`config.mk`:
```
export PLATFORM = sky130hd
export DESIGN_NAME = uart_rx_fsm
export DESIGN_NICKNAME = d
export VERILOG_FILES = /design/src/rtl/uart_rx_fsm.sv
export SDC_FILE = /design/constraint.sdc
export NUM_CORES = 1
export LEC_CHECK = 0
export ABC_AREA = 1
export CAP_MARGIN = 20
export CORE_MARGIN = 2
export CORE_UTILIZATION = 50
export CTS_BUF_LIST = sky130_fd_sc_hd__clkbuf_4
export DETAILED_ROUTE_END_ITERATION = 6
export PLACE_DENSITY = 0.82
export SYNTH_ARGS = -nofsm -noshare
export SYNTH_HDL_FRONTEND = slang
export SYNTH_SLANG_ARGS = --single-unit
```
`constraint.sdc`:
```
create_clock -name clk -period 4.79 [get_ports clk]
set_clock_uncertainty 0.2 [all_clocks]
set_input_delay 1.1975 -clock clk [delete_from_list [all_inputs] [get_ports clk]]
set_output_delay 1.1975 -clock clk [all_outputs]
set_load 0.005 [all_outputs]
```
`src/rtl/uart_rx_fsm.sv`:
```
// uart_rx_fsm: UART receive frame controller. It finds the start bit, counts
// oversample edges and data bits, strobes the sampler/checker/deserializer
// stages, and flags each error-free frame with a data_valid pulse.
// Ports:
//   clk, rst (async, active low)   oversampling clock and reset
//   RX_IN, PAR_EN, prescale        serial line, parity present, oversample ratio (8/16/32)
//   strt_glitch, par_err, stp_err  checker results, valid one cycle after their enable
//   edge_cnt                       oversample edge within the current bit
//   dat_samp_en                    sampler enable, high whenever a frame is in progress
//   strt_chk_en, deser_en,
//   par_check_en, stp_chk_en       single-cycle stage strobes
//   data_valid                     registered pulse in the first IDLE cycle of a clean frame
//   frame_err                      only with UART_RX_FSM_FRAME_ERR_EN: pulse for an errored frame
module uart_rx_fsm #(
    parameter int Data_size = 8
) (
    input  logic       clk,
    input  logic       rst,
    input  logic       RX_IN,
    input  logic       PAR_EN,
    input  logic [5:0] prescale,
    input  logic       strt_glitch,
    input  logic       par_err,
    input  logic       stp_err,
    output logic [5:0] edge_cnt,
    output logic       dat_samp_en,
    output logic       strt_chk_en,
    output logic       deser_en,
    output logic       par_check_en,
    output logic       stp_chk_en,
`ifdef UART_RX_FSM_FRAME_ERR_EN
    output logic       data_valid,
    output logic       frame_err
`else
    output logic       data_valid
`endif
);
    localparam int BW = $clog2(Data_size + 1);
    localparam logic [BW-1:0] LAST_BIT = BW'(Data_size - 1);
    typedef enum logic [2:0] {IDLE, START, DATA, PARITY, STOP} state_t;
    state_t        state_q, state_d;
    logic [5:0]    edge_q, edge_d, pre_q, pre_d, mid, last_edge;
    logic [BW-1:0] bit_q, bit_d;
    logic          par_q, par_d, err_q, err_d, dv_q, dv_d;
    logic          last, chk;
`ifdef UART_RX_FSM_FRAME_ERR_EN
    logic          fe_q, fe_d;
`endif
    // Majority vote of the three centre samples is ready at mid; checker
    // results come back one edge later (chk).
    assign mid       = (pre_q >> 1) + 6'd2;
    assign last_edge = pre_q - 6'd1;
    assign last      = edge_q == last_edge;
    assign chk       = edge_q == mid + 6'd1;
    always_comb begin
        state_d = state_q;
        edge_d  = '0;
        bit_d   = bit_q;
        pre_d   = pre_q;
        par_d   = par_q;
        err_d   = err_q;
        if (state_q == IDLE) begin
            bit_d = '0;
            if (!RX_IN) begin
                state_d = START;
                pre_d   = prescale;
                par_d   = PAR_EN;
                err_d   = 1'b0;
            end
        end else begin
            edge_d = last ? '0 : edge_q + 6'd1;
            case (state_q)
                START: begin
                    // Glitch has priority: at prescale 8 the check edge is also the last edge.
                    if (chk && strt_glitch) begin
                        state_d = IDLE;
                        edge_d  = '0;
                    end else if (last) begin
                        state_d = DATA;
                    end
                end
                DATA: begin
                    if (last) begin
                        bit_d = bit_q + BW'(1);
                        if (bit_q == LAST_BIT) begin
                            bit_d   = '0;
                            state_d = par_q ? PARITY : STOP;
                        end
                    end
                end
                PARITY: begin
                    err_d = err_q | (chk & par_err);
                    if (last) state_d = STOP;
                end
                STOP: begin
                    err_d = err_q | (chk & stp_err);
                    if (last) state_d = IDLE;
                end
                default: ;
            endcase
        end
        // err_d already folds in a stop error sampled on the final edge.
        dv_d = state_q == STOP && last && !err_d;
`ifdef UART_RX_FSM_FRAME_ERR_EN
        fe_d = state_q == STOP && last && err_d;
`endif
    end
    always_ff @(posedge clk or negedge rst) begin
        if (!rst) begin
            state_q <= IDLE;
            edge_q  <= '0;
            bit_q   <= '0;
            pre_q   <= '0;
            par_q   <= 1'b0;
            err_q   <= 1'b0;
            dv_q    <= 1'b0;
`ifdef UART_RX_FSM_FRAME_ERR_EN
            fe_q    <= 1'b0;
`endif
        end else begin
            state_q <= state_d;
            edge_q  <= edge_d;
            bit_q   <= bit_d;
            pre_q   <= pre_d;
            par_q   <= par_d;
            err_q   <= err_d;
            dv_q    <= dv_d;
`ifdef UART_RX_FSM_FRAME_ERR_EN
            fe_q    <= fe_d;
`endif
        end
    end
    assign edge_cnt     = edge_q;
    assign dat_samp_en  = state_q != IDLE;
    assign strt_chk_en  = state_q == START && edge_q == mid;
    assign deser_en     = state_q == DATA && edge_q == mid;
    assign par_check_en = state_q == PARITY && edge_q == mid;
    assign stp_chk_en   = state_q == STOP && edge_q == mid;
    assign data_valid   = dv_q;
`ifdef UART_RX_FSM_FRAME_ERR_EN
    assign frame_err    = fe_q;
`endif
endmodule

```
### After elaboration in Yosys (flattened, before gate mapping)

Index checks and enable logic that the tools add are counted.

* input port bits: 13
* flip-flop bits (word level): 22

* bitwise gates (word level): 5
* equal/unequal tests: 14
* reduce and logical (&&, ||, !) cells: 16
* $add $sub $neg: 5
* multiplexer cells: 21

Operators with widths (count)
* $mux 3: 9
* $mux 6: 4
* $eq 6x6->1: 3
* $mux 4: 4
* $add 6x1->6 const B: 2
* $ne 3x3->1 const B: 4
* $pmux 3 s4: 1
* $logic_and 1x1->1: 7
* $reduce_and 7->1: 1
* $add 5x2->6 const B: 1
* $eq 3x2->1 const B: 2
* $sub 6x1->6 const B: 1
* $reduce_bool 5->1: 1
* $add 4x1->4 const B: 1
* $eq 4x3->1 const B: 1
* $ne 4x4->1 const B: 1
* $reduce_and 2->1: 2
* $reduce_bool 2->1: 2
* $eq 3x1->1 const B: 1
* $eq 3x3->1 const B: 1
* $logic_not 3->1: 1
* $reduce_bool 3->1: 1
* $and 1x1->1: 2
* $mux 1: 2
* 5 further kinds: 6

### Logic depth before layout (Yosys ltp)

Gate-level depths: netlist (run 1).

* depth in word-level cells: 9
* mapped depth: 15

### Least setup slack after synthesis (run 1)

Ideal clock, no wire load.

* path type: reg2out
* start point: reg pre_q[2]
* end point: out deser_en
* path slack: 1.708 ns
* required time: 3.393 ns
* cell stages (with the launch flop): 8
* path buffers: 0
* arrival: 1.684 ns
* cells stage by stage: dfrtp_1 > inv_2 > ha_1 > inv_1 > nand2_1 > a2111oi_2 > nand4_1 > nor3_1

* word-level cells in the longest chain between the ends: 3

RTL lines
* start, declared: RTL line 42 `logic [5:0] edge_q, edge_d, pre_q, pre_d, mid, last_edge;`
* start signal, assigned: RTL line 124 `pre_q <= pre_d;`
* $add 5x2->6: RTL line 51 `assign mid = (pre_q >> 1) + 6'd2;`
* $eq 6x6->1: RTL line 136 `assign deser_en = state_q == DATA && edge_q == mid;`
* $logic_and 1x1->1: RTL line 136
* end, declared: RTL line 28 `output logic deser_en,`

Every way passes these cells.

### Worst setup path after layout (run 1)

* start point: reg pre_q[2]
* end point: out strt_chk_en

* word-level cells in the longest chain between the ends: 3

RTL lines
* $add 5x2->6: RTL line 51
* $eq 6x6->1: RTL line 135 `assign strt_chk_en = state_q == START && edge_q == mid;`
* $logic_and 1x1->1: RTL line 135
* end, declared: RTL line 27 `output logic strt_chk_en,`

Every way passes these cells.

==> results of run 1 <==
-- worst max-delay path: stages, from the launching register on --
cell	delay, ns
sky130_fd_sc_hd__dfrtp_1	0.50
sky130_fd_sc_hd__inv_2	0.12
sky130_fd_sc_hd__ha_1	0.34
sky130_fd_sc_hd__inv_1	0.12
sky130_fd_sc_hd__nand2_1	0.10
sky130_fd_sc_hd__a2111oi_2	0.30
sky130_fd_sc_hd__nand4_1	0.22
sky130_fd_sc_hd__nor2_1	0.19
sky130_fd_sc_hd__clkdlybuf4s50_1	0.53
-- power by group through the flow --
stage / combinational, uW / sequential (uW) / clock, uW
global route: 955 / 372 / 94.6
finish: 825 / 356 / 82.8
global placement: 803 / 356 / 0
CTS: 825 / 355 / 87.3
detailed placement: 819 / 359 / 0
floorplan: 632 / 338 / 0
-- routing by layer --
metal / up-vias / global-route usage
met1: 726 / 0.305
met5: - / 0
met3: 0 / 0.0272
met4: 0 / 0.0472
met2: 45 / 0.341
li1: 824 / -
-- state kept, by name (all words and copies together), names as in the netlist --
| name | flops |
|---|---|
| err_q | 1 |
| state_q | 3 |
| pre_q | 6 |
| data_valid | 1 |
| par_q | 1 |
| bit_q | 4 |
| edge_cnt | 6 |
-- cells by family after synthesis --
logic type / Yosys count / synth area share
AOI/OAI and AO/OA: 22 / 0.0779
buffers and inverters: 37 / 0.0816
adders and majority gates: 9 / 0.0661
and+or+nand+nor: 142 / 0.400
DFF: 22 / 0.323
xor gates and xnor gates: 10 / 0.0514
-- final timing paths --
kind                           from           to  slack [ns]
max in group asynchronous       rst     pre_q[0]        2.59
setup / recovery           pre_q[2]  strt_chk_en        0.69
setup reg to reg           pre_q[2]  edge_cnt[2]        2.36
min in group asynchronous       rst     bit_q[2]        1.22
hold reg to reg               err_q        err_q        0.30
hold / removal                err_q        err_q        0.30
-- cell type report --
| class | count | area (um^2) | area share |
|---|---|---|---|
| flip-flops and latches | 22 | 551 | 0.272 |
| multi-input cells | 183 | 1010 | 0.501 |
| clock inverters | 1 | 3.75 | 0.00186 |
| inverters | 36 | 135 | 0.0668 |
| well taps | 46 | 57.6 | 0.0284 |
| repair buffers | 24 | 240 | 0.119 |
| clock buffers | 3 | 22.5 | 0.0111 |
-- metrics by stage --
step | std cells | total power, uW | util | cell area [um^2]
after floorplan | 242 | 969 | - | 1700
after global placement | 311 | 1160 | 0.603 | 2000
after detailed placement | 311 | 1180 | 0.603 | 2000
after CTS | 315 | 1270 | 0.611 | 2020
after global routing | 315 | 1420 | 0.611 | 2020
final | 315 | 1260 | 0.611 | 2020
-- cell usage after synthesis --
master	instances	area, um^2
sky130_fd_sc_hd__nor3_1	4	20.0
sky130_fd_sc_hd__a2111oi_2	1	15.0
sky130_fd_sc_hd__nor2_1	27	101
sky130_fd_sc_hd__o21ai_2	1	8.76
sky130_fd_sc_hd__nand2_2	5	31.3
sky130_fd_sc_hd__nand2_4	2	22.5
sky130_fd_sc_hd__a21oi_1	6	30.0
sky130_fd_sc_hd__o21ai_0	10	50.1
sky130_fd_sc_hd__nor2_4	3	33.8
sky130_fd_sc_hd__clkbuf_1	1	3.75
sky130_fd_sc_hd__a21oi_2	1	8.76
sky130_fd_sc_hd__dfrtp_1	22	551
sky130_fd_sc_hd__a32o_1	1	10.0
sky130_fd_sc_hd__nand3_1	23	115
sky130_fd_sc_hd__nor3_4	1	16.3
sky130_fd_sc_hd__nand3_2	3	30.0
sky130_fd_sc_hd__o21ai_1	2	10.0
sky130_fd_sc_hd__nand4_1	5	31.3
sky130_fd_sc_hd__xor2_1	6	52.6
sky130_fd_sc_hd__xnor2_1	4	35.0
sky130_fd_sc_hd__nand2_1	65	244
sky130_fd_sc_hd__inv_2	4	15.0
sky130_fd_sc_hd__inv_1	32	120
sky130_fd_sc_hd__nor2_2	1	6.26
sky130_fd_sc_hd__nor3b_2	1	12.5
sky130_fd_sc_hd__nor3_2	1	10.0
sky130_fd_sc_hd__ha_1	9	113
sky130_fd_sc_hd__or2_2	1	6.26
==> reports/qor.log, run 1 <==
[flow_run] number of max-cap violations 0
[global_routing] largest net degree at the start of global routing 23
[cts] Clock Latency Late Sink 0.30 ns
[drt] metal3 WL 215 um
[cts] number of buffers between clock root and the deepest sink 2
[cells_and_area] final net count 292
[worst_setup_path] category of the critical setup timing path register to output pin
[timing] setup slack after layout 0.686 ns
[timing] count of endpoints failing hold in the final timing report 0
[floorplanning] Boundary Pins 25
[drt] post-route met1 wirelength 1.75 mm
[cts] TritonCTS buffer count 3
[cells_and_area] layout cells sized above 1 0.104
[cells_and_area] ANT cells 0
[timing] Peak Freq 244 MHz
[timing] number of setup violations in the final report 0
[worst_hold_path] type of the worst min-delay path register to register
[drt] WL met2 1.75 mm
[run_status] result of the run finished clean
[timing] post-layout minimum cycle time 4.10 ns
[timing] setup repair after global routing missed its margin false
[synth] cell area after technology mapping 1700 um^2
[synth] count of unique library cells instantiated by Yosys 28
[global_routing] first-pass GRT wire length 6.76 mm
[floorplanning] Die Y-Extent 62.4 um
[timing] final sum of negative setup slack 0 ns
[drt] count of unresolved DRC violations after routing 0
[power_and_ir_drop] internal power 592 uW
[global_routing] GR Util All Layers 0.211
[synth] synthesized area divided by synthesized cell count 7.04 um^2
[cts] clock tree root buffer cell sky130_fd_sc_hd__clkbuf_4
[floorplanning] initial cell density of the core 0.514
[floorplanning] placeable core area 3310 um^2
[cts] number of setup buffers added after CTS 0
[synth] register area share after synthesis 0.323
[worst_setup_path] required arrival time at the worst endpoint 3.39 ns
[placement] Routability Congestion 0.936
[timing] Slew Viols, Final 0
[synth] Syn Nets 264
[floorplanning] site row count 21
[drt] length of the first detailed-routing pass in iterations 4
[synth] number of warnings printed during yosys synthesis 0
[global_routing] initial antenna violation count 0
[cts] clock tree from TritonCTS built
[synth] Gate Count Post-Synth 242
[worst_hold_path] Hold Crit Depth 2
[cts] CTS clk-pin slew, worst paths 0.11 ns
[timing] worst hold slack across all endpoints 0.300 ns
[power_and_ir_drop] fraction of power consumed by sequential logic 0.282
[power_and_ir_drop] switching power 672 uW
[placement] half-perimeter wire length after placement 3.01 mm
[worst_setup_path] Worst setup EP type output pin
[placement] worst slack, placed 1.03 ns
[cells_and_area] fillers 316
[power_and_ir_drop] power per standard cell area 625 nW/um^2
[worst_setup_path] depth of the worst register-to-register path 12
[cells_and_area] commonest cells after routing, fill and taps aside 65 x sky130_fd_sc_hd__nand2_1, 32 x sky130_fd_sc_hd__inv_1, 27 x sky130_fd_sc_hd__nor2_1
[power_and_ir_drop] IR drop worst, VDD 0.000324 V
[cells_and_area] commonest non-fill, non-tap cell in the layout sky130_fd_sc_hd__nand2_1
[timing] relative max-transition margin 0.357
[worst_setup_path] worst-path maximum fanout 7
[drt] ANT nets after route 0
[power_and_ir_drop] part of the total power dissipated in combinational logic 0.653
[power_and_ir_drop] Clk network pwr share 0.065
[cts] number of cells upsized or downsized after cts 0
[placement] port buffer count 24
[drt] vias per cell 5.06
[global_routing] gr ovfl total 0
[drt] max layer used met3
[drt] detail-routed net length per standard cell 11.8 um
[timing] post-route clock period utilization 0.857
[floorplanning] die outline width 62.4 um
[power_and_ir_drop] leak pwr 0.000961 uW
[cts] number of levels in the clock H-tree 1
[cts] hold buffers post-CTS 0
[timing] slew of the pin with the lowest slew margin 0.961 ns
[drt] detailed-route via count 1595
[cells_and_area] area delta synth->final 18.8%
[worst_setup_path] Worst Setup Start Kind register
[synth] FF+latch count, synth 22
[drt] drt total wl 3.72 mm
[cts] Sink Count 22
[floorplanning] Die Footprint 3890 um^2
[global_routing] via count of the first global-routing pass 1506
[power_and_ir_drop] Net Sw Frac 0.532
[drt] number of violations reported at the end of detailed-routing iteration 0 110
[worst_setup_path] arrival time of data at the critical path endpoint 2.71 ns
No activity file was read; power rests on OpenSTA's default activity.
==> inputs of run 2 (changes only) <==
--- a/config.mk
+++ b/config.mk
@@ -9,8 +9,8 @@
 export CAP_MARGIN = 20
 export CORE_MARGIN = 2
 export CORE_UTILIZATION = 50
-export CTS_BUF_LIST = sky130_fd_sc_hd__clkbuf_4
 export DETAILED_ROUTE_END_ITERATION = 6
+export GPL_ROUTABILITY_DRIVEN = 0
 export PLACE_DENSITY = 0.82
 export SYNTH_ARGS = -nofsm -noshare
 export SYNTH_HDL_FRONTEND = slang
==> reports/qor.log, run 2 (synthesis results as in run 1) <==
[worst_setup_path] category of the critical setup timing path register to output pin
[floorplanning] Die Y-Extent 62.4 um
[power_and_ir_drop] part of the total power dissipated in combinational logic 0.640
[timing] Slew Viols, Final 0
[floorplanning] initial cell density of the core 0.514
[cts] hold buffers post-CTS 0
[worst_setup_path] worst r2r src pre_q[2]
[timing] final sum of negative setup slack 0 ns
[power_and_ir_drop] IR drop worst, VDD 0.000289 V
[global_routing] GR Util All Layers 0.199
[worst_setup_path] beginning of the critical path pre_q[2]
[power_and_ir_drop] Net Sw Frac 0.521
[timing] slew of the pin with the lowest slew margin 0.939 ns
[floorplanning] Die Footprint 3890 um^2
[cts] TritonCTS buffer count 3
[worst_setup_path] reg-to-reg setup timing slack 2.37 ns
[timing] number of setup violations in the final report 0
[run_status] result of the run finished clean
[worst_setup_path] crit path capture deser_en
[worst_setup_path] Worst setup EP type output pin
[power_and_ir_drop] power per standard cell area 624 nW/um^2
[cts] number of buffers between clock root and the deepest sink 2
[floorplanning] placeable core area 3310 um^2
[worst_setup_path] worst flop-to-flop path endpoint edge_cnt[4]
[global_routing] gr ovfl total 0
[global_routing] initial antenna violation count 0
[drt] length of the first detailed-routing pass in iterations 4
[worst_hold_path] type of the worst min-delay path register to register
[cells_and_area] final net count 292
[worst_hold_path] critical hold path startpoint err_q
[global_routing] largest net degree at the start of global routing 23
[timing] post-route clock period utilization 0.858
[worst_setup_path] arrival time of data at the critical path endpoint 2.71 ns
[worst_setup_path] required arrival time at the worst endpoint 3.39 ns
[cells_and_area] commonest non-fill, non-tap cell in the layout sky130_fd_sc_hd__nand2_1
[cts] Sink Count 22
[timing] post-layout minimum cycle time 4.11 ns
[cts] number of cells upsized or downsized after cts 0
[worst_setup_path] Worst Setup Start Kind register
[timing] count of endpoints failing hold in the final timing report 0
[floorplanning] Boundary Pins 25
[power_and_ir_drop] leak pwr 0.000967 uW
[cts] Clock Latency Late Sink 0.31 ns
[cts] clock tree root buffer cell sky130_fd_sc_hd__clkbuf_4
[drt] vias per cell 5.07
[cts] number of setup buffers added after CTS 0
[cells_and_area] layout cells sized above 1 0.108
[timing] Peak Freq 243 MHz
[global_routing] first-pass GRT wire length 6.28 mm
[cells_and_area] ANT cells 0
[cells_and_area] commonest cells after routing, fill and taps aside 65 x sky130_fd_sc_hd__nand2_1, 32 x sky130_fd_sc_hd__inv_1, 27 x sky130_fd_sc_hd__nor2_1
[drt] count of unresolved DRC violations after routing 0
[cts] CTS clk-pin slew, worst paths 0.12 ns
[cells_and_area] area delta synth->final 19.4%
[power_and_ir_drop] Clk network pwr share 0.080
[timing] setup repair after global routing missed its margin false
[floorplanning] site row count 21
[floorplanning] die outline width 62.4 um
[drt] number of violations reported at the end of detailed-routing iteration 0 106
[global_routing] via count of the first global-routing pass 1417
[power_and_ir_drop] switching power 661 uW
[placement] half-perimeter wire length after placement 2.89 mm
[flow_run] number of max-cap violations 0
[drt] detailed-route via count 1598
[placement] Post-DP Area 2000 um^2
[power_and_ir_drop] internal power 609 uW
[drt] ANT nets after route 0
[placement] port buffer count 24
[cells_and_area] fin area 2030 um^2
[cts] number of levels in the clock H-tree 1
[cts] clock tree from TritonCTS built
[timing] relative max-transition margin 0.372
[power_and_ir_drop] fraction of power consumed by sequential logic 0.281
[drt] detail-routed net length per standard cell 11.3 um
[worst_setup_path] worst-path maximum fanout 7
[worst_setup_path] depth of the worst register-to-register path 12
[drt] drt total wl 3.58 mm
run 2: cell types whose count changed in the layout (fill, tap and decap cells not counted):
cell	previous run	this run
sky130_fd_sc_hd__clkinv_1	1	0
sky130_fd_sc_hd__clkbuf_8	0	1
run 2: per-layer routing:
metal / wire length [um] / share of wire / track usage / vias up
met5: 0 / 0 / 0 / -
met3: 239 / 0.067 / 0.0181 / 3
met2: 1590 / 0.45 / 0.304 / 65
li1: - / - / - / 823
met1: 1710 / 0.48 / 0.297 / 707
met4: 29 / 0.0081 / 0.0694 / 0
run 2: cell type report:
class / instances / area (um^2)
multi-input cells: 183 / 1010
flip-flops and latches: 22 / 551
fillers: 308 / 1280
well taps: 46 / 57.6
inverters: 36 / 135
clock buffers: 4 / 36.3
repair buffers: 24 / 240
run 2: stage by stage:
step,std cells,utilization,total power [uW],hold slack (ns),setup WS (ns)
global route,315,0.614,1420,0.363,0.491
finish,315,0.614,1270,0.317,0.681
detailed placement,311,0.603,1170,0.288,1.01
floorplan,242,-,969,0.246,1.71
CTS,315,0.614,1270,0.318,0.669
global placement,311,0.603,1150,0.272,1.11
run 2: critical path, stage by stage, from the launching register on:
cell and delay (ns):
sky130_fd_sc_hd__dfrtp_1 0.50, sky130_fd_sc_hd__inv_2 0.12, sky130_fd_sc_hd__ha_1 0.35, sky130_fd_sc_hd__inv_1 0.12, sky130_fd_sc_hd__nand2_1 0.09, sky130_fd_sc_hd__a2111oi_2 0.29
sky130_fd_sc_hd__nand4_1 0.22, sky130_fd_sc_hd__nor3_1 0.19, sky130_fd_sc_hd__clkdlybuf4s50_1 0.52
run 2: worst min path at each step:
stage                     slack, ns  depth (start not counted)    end
final                          0.32                          2  err_q
after global routing           0.36                          2  err_q
after global placement         0.27                          2  err_q
after CTS                      0.32                          2  err_q
after floorplan                0.25                          2  err_q
after detailed placement       0.29                          2  err_q
run 2: power by group through the flow:
stage / Sequential [uW] / Clock [uW] / Combinational, uW
2_1_floorplan: 338 / 0 / 632
3_3_place_gp: 356 / 0 / 798
3_5_place_dp: 360 / 0 / 809
4_1_cts: 356 / 103 / 814
5_1_grt: 370 / 111 / 934
6_report: 356 / 101 / 812
